==> config.mk <==
export PLATFORM = sky130hd
export DESIGN_NAME = tdm_mux_seq_flat
export DESIGN_NICKNAME = d
export VERILOG_FILES = /design/src/rtl/tdm_mux_if.sv /design/src/rtl/tdm_mux_seq.sv /design/src/flat_wrapper.sv
export SDC_FILE = /design/constraint.sdc
export NUM_CORES = 1
export LEC_CHECK = 0
export ABC_CLOCK_PERIOD_IN_PS = 2100
export BUFFER_PORTS_ARGS = -buffer_cell sky130_fd_sc_hd__clkbuf_2
export CAP_MARGIN = 20
export CORE_ASPECT_RATIO = 1.25
export CORE_UTILIZATION = 40
export DETAILED_ROUTE_END_ITERATION = 7
export GPL_ROUTABILITY_DRIVEN = 1
export MAX_ROUTING_LAYER = met4
export PLACE_DENSITY_LB_ADDON = 0.05
export SETUP_SLACK_MARGIN = 0.15
export SLEW_MARGIN = 15
export SYNTH_ARGS = -nofsm -noshare
export SYNTH_HDL_FRONTEND = slang
export SYNTH_SLANG_ARGS = --single-unit
==> constraint.sdc <==
create_clock -name clk -period 2.1 [get_ports clk]
set_input_delay 0.105 -clock clk [delete_from_list [all_inputs] [get_ports clk]]
set_output_delay 0.105 -clock clk [all_outputs]
set_load 0.03 [all_outputs]
==> src/rtl/tdm_mux_if.sv <==
// tdm_mux_if: data/handshake bundle between sample sources, the TDM mux and
// the downstream datapath.
//   in_data   : NCH packed channels, channel i at [i*WIDTH +: WIDTH]
//   in_valid  : per-channel sample valid (source -> mux)
//   in_ready  : per-channel accept (mux -> source)
//   out_data  : selected sample (mux -> sink)
//   out_ch    : channel index of out_data
//   out_valid : out_data holds an unconsumed sample
//   out_ready : downstream accept (sink -> mux)
// master = the side driving the sources and the sink; slave = the mux.
interface tdm_mux_if #(
    parameter int WIDTH = 16,
    parameter int NCH   = 4,
    parameter int SELW  = 2
);
    logic [NCH*WIDTH-1:0] in_data;
    logic [NCH-1:0]       in_valid;
    logic [NCH-1:0]       in_ready;
    logic [WIDTH-1:0]     out_data;
    logic [SELW-1:0]      out_ch;
    logic                 out_valid;
    logic                 out_ready;

    modport master (
        output in_data, in_valid, out_ready,
        input  in_ready, out_data, out_ch, out_valid
    );

    modport slave (
        input  in_data, in_valid, out_ready,
        output in_ready, out_data, out_ch, out_valid
    );
endinterface

==> src/rtl/tdm_mux_seq.sv <==
// tdm_mux_seq: registered NCH-channel multiplexer with valid/ready on every
// input and on the output. Fixed mode (mode=0) passes channel sel; scan mode
// (mode=1) walks the enabled channels of ch_mask in ascending order, taking
// dwell+1 samples from each before moving on.
// Ports:
//   clk, rst  : rising-edge clock, synchronous active-high reset
//   bus       : tdm_mux_if slave (in_data/in_valid/in_ready, out_*)
//   ch_mask   : per-channel enable for scan mode
//   mode      : 0 = fixed select, 1 = auto scan
//   sel       : channel index for fixed mode
//   dwell     : samples per channel minus one in scan mode
//   scan_wrap : one-cycle pulse after the scan wraps to the lowest channel
module tdm_mux_seq #(
    parameter int WIDTH   = 16,
    parameter int NCH     = 4,
    parameter int SELW    = 2,
    parameter int DWELL_W = 8
) (
    input  logic               clk,
    input  logic               rst,
    tdm_mux_if.slave           bus,
    input  logic [NCH-1:0]     ch_mask,
    input  logic               mode,
    input  logic [SELW-1:0]    sel,
    input  logic [DWELL_W-1:0] dwell,
    output logic               scan_wrap
);

    typedef enum logic [0:0] {IDLE = 1'b0, RUN = 1'b1} state_t;

    state_t              state_r, state_s;
    logic [SELW-1:0]     cur_r, cur_s;
    logic [DWELL_W-1:0]  cnt_r, cnt_s;
    logic [DWELL_W-1:0]  dwell_r, dwell_s;
    logic [WIDTH-1:0]    out_data_r;
    logic [SELW-1:0]     out_ch_r;
    logic                out_valid_r;
    logic                scan_wrap_r;

    logic [SELW-1:0]     chan_s;
    logic                active_s;
    logic                slot_free_s;
    logic                mask_cur_s;
    logic                xfer_s;
    logic                wrap_s;
    logic [NCH-1:0]      rdy_s;
    logic [WIDTH-1:0]    data_s;
    logic [SELW:0]       adv_s;
    logic [SELW-1:0]     adv_cur_s;
    logic                adv_wrap_s;

    // Index of the lowest set bit of m (0 when m is empty).
    function automatic logic [SELW-1:0] low_bit(input logic [NCH-1:0] m);
        logic [SELW-1:0] idx;
        idx = '0;
        for (int i = NCH - 1; i >= 0; i--) begin
            idx = m[i] ? SELW'(i) : idx;
        end
        return idx;
    endfunction

    // {found, index} of the lowest set bit of m strictly above c.
    function automatic logic [SELW:0] next_bit(input logic [NCH-1:0] m,
                                               input logic [SELW-1:0] c);
        logic            found;
        logic [SELW-1:0] idx;
        found = 1'b0;
        idx   = '0;
        for (int i = NCH - 1; i >= 0; i--) begin
            found = (m[i] && (i > int'(c))) ? 1'b1 : found;
            idx   = (m[i] && (i > int'(c))) ? SELW'(i) : idx;
        end
        return {found, idx};
    endfunction

    // Next channel in ascending scan order; wraps to the lowest enabled bit.
    assign adv_s       = next_bit(ch_mask, cur_r);
    assign adv_cur_s   = adv_s[SELW] ? adv_s[SELW-1:0] : low_bit(ch_mask);
    assign adv_wrap_s  = ~adv_s[SELW];
    assign slot_free_s = ~out_valid_r | bus.out_ready;

    // Enable bit of the current scan channel (cur_r may exceed NCH-1 after fixed mode).
    always_comb begin
        mask_cur_s = 1'b0;
        for (int i = 0; i < NCH; i++) begin
            mask_cur_s = (cur_r == SELW'(i)) ? ch_mask[i] : mask_cur_s;
        end
    end

    // Channel being offered this cycle and whether it may accept at all.
    always_comb begin
        chan_s   = cur_r;
        active_s = 1'b0;
        if (mode == 1'b0) begin
            chan_s   = sel;
            active_s = (int'(sel) < NCH);
        end else if (state_r == RUN) begin
            active_s = (ch_mask != '0) & mask_cur_s;
        end else begin
            active_s = 1'b0;
        end
    end

    // One-hot ready, held low during reset, and the matching data mux.
    always_comb begin
        rdy_s  = '0;
        data_s = '0;
        for (int i = 0; i < NCH; i++) begin
            rdy_s[i] = (chan_s == SELW'(i)) ? (slot_free_s & active_s & ~rst) : 1'b0;
            data_s   = (chan_s == SELW'(i)) ? bus.in_data[i*WIDTH +: WIDTH] : data_s;
        end
    end

    assign xfer_s       = |(rdy_s & bus.in_valid);
    assign bus.in_ready = rdy_s;

    // Scan FSM next state: channel entry, dwell counting and wrap detection.
    always_comb begin
        state_s = state_r;
        cur_s   = cur_r;
        cnt_s   = cnt_r;
        dwell_s = dwell_r;
        wrap_s  = 1'b0;
        if (mode == 1'b0) begin
            // Fixed mode parks the FSM so a return to scan restarts cleanly.
            state_s = IDLE;
            cur_s   = sel;
            cnt_s   = '0;
        end else begin
            case (state_r)
                IDLE: begin
                    if (ch_mask == '0) begin
                        state_s = IDLE;
                    end else begin
                        state_s = RUN;
                        cur_s   = low_bit(ch_mask);
                        cnt_s   = '0;
                        dwell_s = dwell;
                    end
                end
                RUN: begin
                    if (ch_mask == '0) begin
                        state_s = IDLE;
                        cnt_s   = '0;
                    end else if (!mask_cur_s) begin
                        // Channel disabled under us: skip ahead, no transfer this cycle.
                        cur_s   = adv_cur_s;
                        cnt_s   = '0;
                        dwell_s = dwell;
                        wrap_s  = adv_wrap_s;
                    end else if (xfer_s) begin
                        if (cnt_r == dwell_r) begin
                            cur_s   = adv_cur_s;
                            cnt_s   = '0;
                            dwell_s = dwell;
                            wrap_s  = adv_wrap_s;
                        end else begin
                            cnt_s = cnt_r + DWELL_W'(1);
                        end
                    end else begin
                        cnt_s = cnt_r;
                    end
                end
                default: begin
                    state_s = IDLE;
                    cnt_s   = '0;
                end
            endcase
        end
    end

    // State and output registers; reset drops any pending output sample.
    always_ff @(posedge clk) begin
        if (rst) begin
            state_r     <= IDLE;
            cur_r       <= '0;
            cnt_r       <= '0;
            dwell_r     <= '0;
            out_data_r  <= '0;
            out_ch_r    <= '0;
            out_valid_r <= 1'b0;
            scan_wrap_r <= 1'b0;
        end else begin
            state_r     <= state_s;
            cur_r       <= cur_s;
            cnt_r       <= cnt_s;
            dwell_r     <= dwell_s;
            scan_wrap_r <= wrap_s;
            if (xfer_s) begin
                out_data_r  <= data_s;
                out_ch_r    <= chan_s;
                out_valid_r <= 1'b1;
            end else if (bus.out_ready) begin
                out_valid_r <= 1'b0;
            end else begin
                out_valid_r <= out_valid_r;
            end
        end
    end

    assign bus.out_data  = out_data_r;
    assign bus.out_ch    = out_ch_r;
    assign bus.out_valid = out_valid_r;
    assign scan_wrap     = scan_wrap_r;

endmodule

==> src/flat_wrapper.sv <==
// flat-port wrapper written by rule: the top's interface ports become plain ports
module tdm_mux_seq_flat 
#(
    parameter int WIDTH   = 16,
    parameter int NCH     = 4,
    parameter int SELW    = 2,
    parameter int DWELL_W = 8
)
  (clk, rst, ch_mask, mode, sel, dwell, scan_wrap, bus_in_data, bus_in_valid, bus_out_ready, bus_in_ready, bus_out_data, bus_out_ch, bus_out_valid);
  tdm_mux_if #(.WIDTH(WIDTH), .NCH(NCH), .SELW(SELW)) bus_i ();
  input  logic clk;
  input  logic rst;
  input  logic [NCH-1:0] ch_mask;
  input  logic mode;
  input  logic [SELW-1:0] sel;
  input  logic [DWELL_W-1:0] dwell;
  output logic scan_wrap;
  input wire logic [$bits(bus_i.in_data)-1:0] bus_in_data;
  input wire logic [$bits(bus_i.in_valid)-1:0] bus_in_valid;
  input wire logic [$bits(bus_i.out_ready)-1:0] bus_out_ready;
  output wire logic [$bits(bus_i.in_ready)-1:0] bus_in_ready;
  output wire logic [$bits(bus_i.out_data)-1:0] bus_out_data;
  output wire logic [$bits(bus_i.out_ch)-1:0] bus_out_ch;
  output wire logic [$bits(bus_i.out_valid)-1:0] bus_out_valid;
  assign bus_i.in_data = bus_in_data;
  assign bus_i.in_valid = bus_in_valid;
  assign bus_i.out_ready = bus_out_ready;
  assign bus_in_ready = bus_i.in_ready;
  assign bus_out_data = bus_i.out_data;
  assign bus_out_ch = bus_i.out_ch;
  assign bus_out_valid = bus_i.out_valid;
  tdm_mux_seq #(.WIDTH(WIDTH), .NCH(NCH), .SELW(SELW), .DWELL_W(DWELL_W)) u_core (.clk(clk), .rst(rst), .bus(bus_i), .ch_mask(ch_mask), .mode(mode), .sel(sel), .dwell(dwell), .scan_wrap(scan_wrap));
endmodule
# ---- Yosys cells after proc, flatten, opt, wreduce, memory -nomap -nowiden
# Cells that the tools add are included.
dict set report op_classes {
  n_addsub 1
  n_mul 0
  div_mod_pow 0
  order_cmp 3
  eq_ne 16
  shifts 0
  muxes 51
  bitwise 10
  reduce_logical 14
}
# operator count
set ops {}
lappend ops {{two-way mux 8 bit} 10}
lappend ops {{two-way mux 16 bit} 4}
lappend ops {{one-hot mux 8 bit (2 select lines)} 2}
lappend ops {{two-way mux 2 bit} 15}
lappend ops {{two-way mux 1 bit} 19}
lappend ops {{!= test 3 bit, second input constant} 4}
lappend ops {{!= test 4 bit, second input constant} 3}
lappend ops {{adder 8 x 1 -> 8 bit, second input constant} 1}
lappend ops {{== test 2 bit, second input constant} 4}
lappend ops {{== test 8 bit} 1}
lappend ops {{OR reduction 4 bit} 2}
lappend ops {{inverter 1 bit} 5}
lappend ops {{AND reduction 5 bit} 1}
lappend ops {{AND 4 bit} 1}
lappend ops {{== test 2 x 1 -> 1 bit, second input constant} 2}
lappend ops {{> comparator 2 bit, first input constant} 2}
lappend ops {{zero test 2 bit} 2}
lappend ops {{zero test 4 bit} 1}
lappend ops {{!= test 2 bit, second input constant} 2}
lappend ops {{one-hot mux 2 bit (2 select lines)} 1}
lappend ops {{AND reduction 4 bit} 1}
lappend ops {{nonzero test 4 bit} 1}
lappend ops {{AND 1 bit} 3}
lappend ops {{logical AND 1 bit} 3}
lappend ops {{5 further kinds} 5}
dict set report totals {
  reg_bits 39
  latchBits 0
  ram_bits 0
  mem_bits_ro 0
  inputBits 86
  n_memories 0
}

# ---- Logic depth before layout (Yosys ltp)
# Gate-level depths: netlist of run 1.
dict set report depth {
  depth_word 18
  mapped_depth 9
  depth_no_buf 6
}

# ---- Least setup slack after synthesis of run 1
# OpenSTA, ideal clock, no wires.
dict set report synth_timing {
  path_type {register to output}
  start {register u_core.cur_r[1]}
  end {output port bus_in_ready[3]}
  arrival_time_ps 1790
  required_ps 1995
  slack_ps 205
  path_stages_with_launch 6
  cell_sequence {dfxtp_1 -> buf_6 -> mux4_2 -> nand2_2 -> a21o_1 -> nor3_1}
}
dict set report synth_between {
  elab_chain_cells 11
  word_cells_on_any_way 16
  classes_between {eq/ne: 4; mux: 8; bitwise: 3; reduce/logical: 1}
}
# item line
set synth_lines {}
lappend synth_lines {{start: declaration} tdm_mux_seq.sv:32} ;# logic [SELW-1:0] cur_r, cur_s;
lappend synth_lines {{start signal: assignment} tdm_mux_seq.sv:185} ;# cur_r <= cur_s;
lappend synth_lines {{zero test 2 bit} tdm_mux_seq.sv:86} ;# mask_cur_s = (cur_r == SELW'(i)) ? ch_mask[i] : mask_cur_s;
lappend synth_lines {{two-way mux 1 bit (4 in a row)} tdm_mux_seq.sv:86}
lappend synth_lines {{AND 1 bit} tdm_mux_seq.sv:98} ;# active_s = (ch_mask != '0) & mask_cur_s;
lappend synth_lines {{two-way mux 1 bit} tdm_mux_seq.sv:97} ;# end else if (state_r == RUN) begin
lappend synth_lines {{two-way mux 1 bit} tdm_mux_seq.sv:94} ;# if (mode == 1'b0) begin
lappend synth_lines {{AND 1 bit (2 in a row)} tdm_mux_seq.sv:109} ;# rdy_s[i] = (chan_s == SELW'(i)) ? (slot_free_s & active_s & ~rst) : 1'b0;
lappend synth_lines {{two-way mux 1 bit *} tdm_mux_seq.sv:109}
lappend synth_lines {{end: declaration} flat_wrapper.sv:21} ;# output wire logic [$bits(bus_i.in_ready)-1:0] bus_in_ready;
# Mark *: on every way between the ends. The rest lies on a longest branch, timed or not.

# ---- Worst setup path in the final report of run 1
# Same ends and word-level chain as after synthesis.

==> metrics.txt, run 1 <==
# TYPE chip_impl_metric gauge
chip_impl_metric{name="setup_total_negative_slack",unit="ns"} 0
chip_impl_metric{name="timing.final.crit_period",unit="ns"} 1.89
chip_impl_metric{name="cts_inserted_buffers",unit=""} 5
chip_impl_metric{name="wl_per_cell",unit="um"} 12.5
chip_impl_metric{name="timing.critical_path.arrival",unit="ns"} 1.79
chip_impl_metric{name="gpl.final_weighted_congestion",unit=""} 0.824
chip_impl_metric{name="final_min_period_over_clock_period",unit="%"} 90.0
chip_impl_metric{name="max_cap_viol_count",unit=""} 0
chip_impl_metric{name="timing.fmax",unit="MHz"} 529
chip_impl_info{name="critical_path.cell_chain",value="mux4_2 -> nand2_4 -> a21o_1 -> nor3_1 -> buf_4"} 1
chip_impl_info{name="critPathLaunch",value="u_core.cur_r[1]"} 1
chip_impl_metric{name="synth_largest_type_area_fraction",unit="%"} 31.3
chip_impl_metric{name="diodes",unit=""} 0
chip_impl_metric{name="max-clock-path-buffers",unit=""} 2
chip_impl_metric{name="critPathRequiredTime",unit="ns"} 2.00
chip_impl_metric{name="gr-total-overflow",unit=""} 0
chip_impl_metric{name="core_area",unit="sq mm"} 0.00590
chip_impl_info{name="min_from",value="dwell[5]"} 1
chip_impl_metric{name="detailed_place_hpwl",unit="um"} 5100
chip_impl_info{name="mostFrequentLayoutCell",value="clkbuf_2"} 1
chip_impl_metric{name="drt-pass1-iter-count",unit=""} 4
chip_impl_metric{name="mappedNetlistNets",unit=""} 429
chip_impl_metric{name="post_synth_instance_area",unit="sq mm"} 0.00249
chip_impl_metric{name="first_global_vias",unit=""} 2374
chip_impl_metric{name="die-width",unit="um"} 72.6
chip_impl_info{name="rsz0062_at_grt",value="false"} 1
chip_impl_metric{name="flops_latches_synth",unit=""} 39
chip_impl_metric{name="vdd_ir_drop_max",unit="mV"} 0.298
chip_impl_metric{name="post_synthesis_async_set_or_reset_flop_share",unit="%"} 0
chip_impl_metric{name="1st_iter_drt_viols",unit=""} 111
chip_impl_info{name="worst_hold_path_type",value="in -> reg"} 1
chip_impl_metric{name="ctsHtreeMaxLevel",unit=""} 2
chip_impl_metric{name="final_antenna_net_count",unit=""} 0
chip_impl_info{name="worstSetupStartpointType",value="flop"} 1
chip_impl_metric{name="die_h",unit="um"} 90.3
chip_impl_info{name="mostFrequentLayoutCells",value="clkbuf_2, nand2_1, nand3_1"} 1
chip_impl_info{name="worstSetupEndpointType",value="output port"} 1
chip_impl_info{name="root_buf_cell",value="clkbuf_8"} 1
chip_impl_metric{name="num_io_pins",unit=""} 110
chip_impl_info{name="synth_area_leaders",value="dfxtp_1, nand2_1, nand3_1"} 1
chip_impl_metric{name="grt_max_degree",unit=""} 35
chip_impl_metric{name="max_slew_margin",unit="%"} 58.6
chip_impl_metric{name="finalSetupViolCount",unit=""} 0
chip_impl_metric{name="max_slew.worst_pin.slew",unit="ns"} 0.620
chip_impl_metric{name="dp_cells",unit=""} 521
chip_impl_info{name="outcome",value="completed"} 1
chip_impl_metric{name="routed_via_density",unit=""} 5.03
chip_impl_metric{name="num_vias",unit=""} 2676
chip_impl_metric{name="grt_first_pass_wirelength",unit="um"} 11000
chip_impl_metric{name="timing_max_transition_violations_final",unit=""} 0
chip_impl_info{name="synth_ff_type",value="dfxtp_1"} 1
chip_impl_metric{name="critPathMaxFanout",unit=""} 5
chip_impl_metric{name="synth-warning-count",unit=""} 0
chip_impl_info{name="timing.critical_path.slowest_stage_cell",value="mux4_2"} 1
chip_impl_metric{name="pwr_density_cell",unit="mW/mm^2"} 567
chip_impl_metric{name="placement.cell_area",unit="sq mm"} 0.00309
chip_impl_metric{name="clock_sink_count",unit=""} 39
chip_impl_metric{name="globalRouteTotalUtil",unit="%"} 21.7
chip_impl_info{name="regToRegStartpoint",value="u_core.cur_r[1]"} 1
chip_impl_metric{name="hold_buffers",unit=""} 0
chip_impl_metric{name="finalHoldViolCount",unit=""} 0
chip_impl_metric{name="nets",unit=""} 536
chip_impl_metric{name="layout.cell_area.non_filler",unit="sq mm"} 0.00324
chip_impl_metric{name="fp-row-count",unit=""} 31
chip_impl_metric{name="register_clock_pin_slew_on_the_reported_worst_setup_and_hold_paths",unit="ns"} 0.08
chip_impl_metric{name="routed_wirelength",unit="um"} 6670
chip_impl_metric{name="seq_area_frac_synth",unit="%"} 31.3
chip_impl_metric{name="dpl_worst_slack",unit="ns"} 0.0641
chip_impl_metric{name="drc",unit=""} 0
chip_impl_metric{name="setup_ws",unit="ns"} 0.210
chip_impl_metric{name="power.static_leakage",unit="nW"} 1.45
chip_impl_metric{name="max_stage_delay",unit="ns"} 0.56
chip_impl_metric{name="place.port_buffers",unit=""} 109
chip_impl_info{name="cts_tree",value="done"} 1
chip_impl_metric{name="antenna_found_initial",unit=""} 0
chip_impl_metric{name="floorplan.die_area",unit="sq mm"} 0.00655
chip_impl_metric{name="synth_enable_flop_cells",unit=""} 0
chip_impl_info{name="crit_type",value="reg -> out"} 1
chip_impl_metric{name="area_growth_syn_to_layout",unit="%"} 30.0
chip_impl_metric{name="fraction_of_layout_instances_using_a_drive_strength_above_1",unit="%"} 33.6
chip_impl_metric{name="worst_skew",unit="ns"} 0.00516
chip_impl_metric{name="utilization",unit="%"} 55.0
chip_impl_metric{name="synth_cell_type_count",unit=""} 50
chip_impl_metric{name="initial_utilization",unit="%"} 42.3
chip_impl_metric{name="worstSkewPairLatency",unit="ns"} 0.29
chip_impl_info{name="synth_top_cell_by_area",value="dfxtp_1"} 1
chip_impl_metric{name="postSynthCellCount",unit=""} 342
chip_impl_metric{name="syn_area_per_cell",unit="sq um"} 7.29
chip_impl_metric{name="stdcell_count",unit=""} 532
==> kinds of logic after synthesis <==
group / Yosys count / share of synthesized area (%)
multiplexers: 12 / 5.32
AND/OR/NAND/NOR: 200 / 36.6
buffers and inverters: 22 / 4.57
XOR/XNOR: 15 / 5.27
AO/OA/AOI/OAI: 53 / 16.4
flip-flops: 39 / 31.3
adder cells (fa/ha/maj): 1 / 0.502
==> repair_timing <==
action	CTS	global route
setup buffers	0	3
gates resized for setup	5	5
endpoints found under the setup margin	20	19
pin swaps	2	1
==> sequential cells by signal, indices dropped and copies added, names as in the netlist <==
| register | flops |
|---|---|
| u_core.bus.out_ch | 2 |
| u_core.dwell_r | 8 |
| u_core.scan_wrap | 1 |
| u_core.bus.out_valid | 1 |
| u_core.cnt_r | 8 |
| u_core.bus.out_data | 16 |
| u_core.state_r | 1 |
| u_core.cur_r | 2 |
==> synthesized netlist by cell type (3+ instances only) <==
cell type / n
nand2_1: 91
nand3_1: 53
dfxtp_1: 39
nor2_1: 29
a21oi_1: 20
xnor2_1: 12
mux2i_1: 11
clkbuf_1: 10
a211oi_1: 5
o21ai_0: 5
nand2b_1: 4
nor3_1: 4
and2_1: 3
buf_1: 3
buf_6: 3
inv_1: 3
o211ai_1: 3
xor2_1: 3
==> per-layer routing <==
metal	global-route usage (%)	up-vias	part of all wire, %
li1	-	1397	-
met1	25.8	1190	43
met2	36.4	85	50
met3	4.69	4	5.4
met4	5.88	0	1.1
met5	-	-	0
==> worst paths after layout <==
path	cells after the start	endpoint	slack, ns
max	5	bus_in_ready[3]	0.21
min	3	u_core.dwell_r[5]	0.04
max reg2reg	7	u_core.dwell_r[3]	0.25
min reg2reg	2	u_core.bus.out_data[1]	0.45
==> critical path: cells and delay by family, from the launching register on <==
kind	cells	cell delay, ns
AO/OA/AOI/OAI	1	0.17
buffers and inverters	1	0.20
flip-flops	1	0.38
multiplexers	1	0.56
AND/OR/NAND/NOR	2	0.18
==> power by group <==
part           switching (mW)  total, mW  internal, mW
clock                   0.269      0.501         0.232
sequential             0.0316      0.808         0.777
combinational           0.308      0.529         0.222
==> per-stage QoR <==
step | total power [mW] | hold slack, ns
CTS | 1.85 | 0.0343
detailed placement | 1.34 | 0.347
floorplan | 1.17 | 0.249
finish | 1.84 | 0.0441
global placement | 1.33 | 0.339
global route | 1.95 | 0.0477
==> area by class of cell <==
cell class	instances	area, sq um
fill	627	2660
multi-input combinational	281	1620
sequential	39	786
timing repair buffer	119	636
tap	82	103
clock buffer	6	72.6
clock inverter	2	12.5
inverter	3	11.3
(Power assumes the default switching activity.)
==> run 2: changes to the inputs <==
--- a/config.mk
+++ b/config.mk
@@ -5,7 +5,7 @@
 export SDC_FILE = /design/constraint.sdc
 export NUM_CORES = 1
 export LEC_CHECK = 0
-export ABC_CLOCK_PERIOD_IN_PS = 2100
+export ABC_CLOCK_PERIOD_IN_PS = 1700
 export BUFFER_PORTS_ARGS = -buffer_cell sky130_fd_sc_hd__clkbuf_2
 export CAP_MARGIN = 20
 export CORE_ASPECT_RATIO = 1.25
@@ -13,7 +13,7 @@
 export DETAILED_ROUTE_END_ITERATION = 7
 export GPL_ROUTABILITY_DRIVEN = 1
 export MAX_ROUTING_LAYER = met4
-export PLACE_DENSITY_LB_ADDON = 0.05
+export PLACE_DENSITY = 0.76
 export SETUP_SLACK_MARGIN = 0.15
 export SLEW_MARGIN = 15
 export SYNTH_ARGS = -nofsm -noshare
==> constraint.sdc (replaced) <==
create_clock -name clk -period 1.7 [get_ports clk]
set_input_delay 0.085 -clock clk [delete_from_list [all_inputs] [get_ports clk]]
set_output_delay 0.085 -clock clk [all_outputs]
set_load 0.03 [all_outputs]
==> run 2 against run 1 <==
Effect of this change: the run now ends with setup timing left; via count grew 7.7%; cell count grew 5.3%; routed wire length grew 14%; register-to-register slack lost 0.38 ns; largest cell class unchanged; highest routed layer unchanged.
==> metrics.txt, run 2 (synthesis results as in run 1) <==
# TYPE chip_impl_metric gauge
chip_impl_info{name="outcome",value="complete, but fails checks"} 1
chip_impl_info{name="failing_checks",value="setup timing"} 1
chip_impl_metric{name="detailed_place_hpwl",unit="um"} 5200
chip_impl_info{name="root_buf_cell",value="clkbuf_8"} 1
chip_impl_metric{name="final_antenna_net_count",unit=""} 0
chip_impl_info{name="rsz0062_at_grt",value="true"} 1
chip_impl_metric{name="routed_via_density",unit=""} 5.15
chip_impl_metric{name="timing.hold.ws",unit="ns"} 0.0266
chip_impl_metric{name="utilization",unit="%"} 62.5
chip_impl_metric{name="finalSetupViolCount",unit=""} 38
chip_impl_metric{name="power.total",unit="mW"} 2.44
chip_impl_metric{name="die-width",unit="um"} 72.6
chip_impl_metric{name="met3_length",unit="um"} 356
chip_impl_metric{name="register_clock_pin_slew_on_the_reported_worst_setup_and_hold_paths",unit="ns"} 0.08
chip_impl_metric{name="timing.final.crit_period",unit="ns"} 1.83
chip_impl_info{name="cts_tree",value="done"} 1
chip_impl_metric{name="first_global_vias",unit=""} 2767
chip_impl_metric{name="core_area",unit="sq mm"} 0.00590
chip_impl_metric{name="finalHoldViolCount",unit=""} 0
chip_impl_metric{name="gpl.final_weighted_congestion",unit=""} 0.832
chip_impl_metric{name="critPathRequiredTime",unit="ns"} 1.87
chip_impl_metric{name="nets",unit=""} 564
chip_impl_metric{name="wl_per_cell",unit="um"} 13.6
chip_impl_metric{name="worstSkewPairLatency",unit="ns"} 0.29
chip_impl_metric{name="pwr_density_cell",unit="mW/mm^2"} 661
chip_impl_metric{name="grt_first_pass_wirelength",unit="um"} 12400
chip_impl_metric{name="initial_utilization",unit="%"} 42.3
chip_impl_metric{name="setup_ws",unit="ns"} -0.128
chip_impl_metric{name="drc",unit=""} 0
chip_impl_metric{name="die_h",unit="um"} 90.3
chip_impl_info{name="mostFrequentLayoutCell",value="clkbuf_2"} 1
chip_impl_metric{name="timing_max_transition_violations_final",unit=""} 0
chip_impl_metric{name="max_cap_viol_count",unit=""} 0
chip_impl_info{name="maxUsedRoutingLayer",value="met4"} 1
chip_impl_metric{name="timing.critical_path.arrival",unit="ns"} 2.00
chip_impl_metric{name="layout.cell_area.non_filler",unit="sq mm"} 0.00369
chip_impl_metric{name="setup_total_negative_slack",unit="ns"} -2.11
chip_impl_metric{name="worst_skew",unit="ns"} 0.00336
chip_impl_metric{name="ctsHtreeMaxLevel",unit=""} 2
chip_impl_metric{name="nFillCells",unit=""} 534
chip_impl_info{name="worstSetupStartpointType",value="flop"} 1
chip_impl_metric{name="fp-row-count",unit=""} 31
chip_impl_info{name="crit_type",value="reg -> reg"} 1
chip_impl_metric{name="met2_length",unit="um"} 3980
chip_impl_metric{name="timing.fmax",unit="MHz"} 547
chip_impl_info{name="mostFrequentLayoutCells",value="clkbuf_2, nand2_1, nand3_1"} 1
chip_impl_metric{name="antenna_found_initial",unit=""} 0
chip_impl_info{name="worst_hold_path_type",value="in -> reg"} 1
chip_impl_metric{name="num_vias",unit=""} 2883
chip_impl_metric{name="clock_sink_count",unit=""} 39
chip_impl_metric{name="floorplan.die_area",unit="sq mm"} 0.00655
chip_impl_metric{name="place.port_buffers",unit=""} 109
chip_impl_metric{name="routedLengthMet1",unit="um"} 3070
chip_impl_metric{name="max_slew_margin",unit="%"} 76.2
chip_impl_info{name="worstSetupEndpointType",value="flop"} 1
chip_impl_metric{name="final_min_period_over_clock_period",unit="%"} 108
chip_impl_metric{name="cts_inserted_buffers",unit=""} 5
chip_impl_metric{name="max_slew.worst_pin.slew",unit="ns"} 0.356
chip_impl_metric{name="num_io_pins",unit=""} 110
chip_impl_metric{name="routed_wirelength",unit="um"} 7600
chip_impl_metric{name="gr-total-overflow",unit=""} 0
chip_impl_metric{name="placement.cell_area",unit="sq mm"} 0.00329
chip_impl_metric{name="grt_max_degree",unit=""} 35
chip_impl_metric{name="power.static_leakage",unit="nW"} 1.66
chip_impl_metric{name="diodes",unit=""} 0
chip_impl_metric{name="vdd_ir_drop_max",unit="mV"} 0.369
chip_impl_metric{name="1st_iter_drt_viols",unit=""} 155
chip_impl_metric{name="globalRouteTotalUtil",unit="%"} 24.7
chip_impl_metric{name="max-clock-path-buffers",unit=""} 2
chip_impl_metric{name="fraction_of_layout_instances_using_a_drive_strength_above_1",unit="%"} 40.6
chip_impl_metric{name="area_growth_syn_to_layout",unit="%"} 47.9
chip_impl_metric{name="largest_register_ff_count",unit=""} 16
chip_impl_metric{name="hold_buffers",unit=""} 0
chip_impl_metric{name="critPathMaxFanout",unit=""} 8
chip_impl_metric{name="drt-pass1-iter-count",unit=""} 5
run 2: where the power goes:
group	switching [mW]	leakage, nW	internal, mW
Clock	0.341	0.0412	0.287
Sequential	0.0387	0.319	0.959
Combinational	0.444	1.30	0.367
run 2: worst max-delay path, cell delays in order, from the launching register on:
cell and delay (ns):
dfxtp_4 0.38, and2b_2 0.25, a31oi_4 0.28, a31oi_4 0.19, a21oi_4 0.21, buf_12 0.15
mux2i_1 0.19, nor2_1 0.06
run 2: final cells by class:
class                   instances  area, sq um  share of cell area (%)
inverters                       3         11.3                   0.305
multi-input cells             284         1750                    47.5
repair buffers                144          948                    25.7
well taps                      82          103                    2.78
clock inverters                 2         12.5                   0.339
flip-flops and latches         39          790                    21.4
clock buffers                   6         72.6                    1.97
run 2: per-layer routing:
layer / vias up / GRT usage (%)
met2: 101 / 42.1
met3: 17 / 4.13
li1: 1450 / -
met1: 1315 / 27.6
met5: - / -
met4: 0 / 11.1
run 2: per-stage QoR:
step	std cells	worst slack (ns)
after floorplan	342	-0.0563
after global placement	540	-0.226
after detailed placement	540	-0.309
after CTS	559	-0.104
after global routing	560	-0.186
final	560	-0.128
run 2: worst paths after layout:
check / startpoint / end / slack (ns) / depth (start not counted)
min reg2reg: u_core.bus.out_data[2] / u_core.bus.out_data[2] / 0.46 / 2
min: dwell[3] / u_core.dwell_r[3] / 0.03 / 3
max: u_core.cur_r[1] / u_core.dwell_r[7] / -0.13 / 7
max reg2reg: u_core.cur_r[1] / u_core.dwell_r[7] / -0.13 / 7
run 2: timing repair:
action	4_1_cts	5_1_grt
endpoints found under the setup margin	42	42
cloned	4	0
setup buffers	7	1
gates resized for setup	35	13
pin swaps	18	9
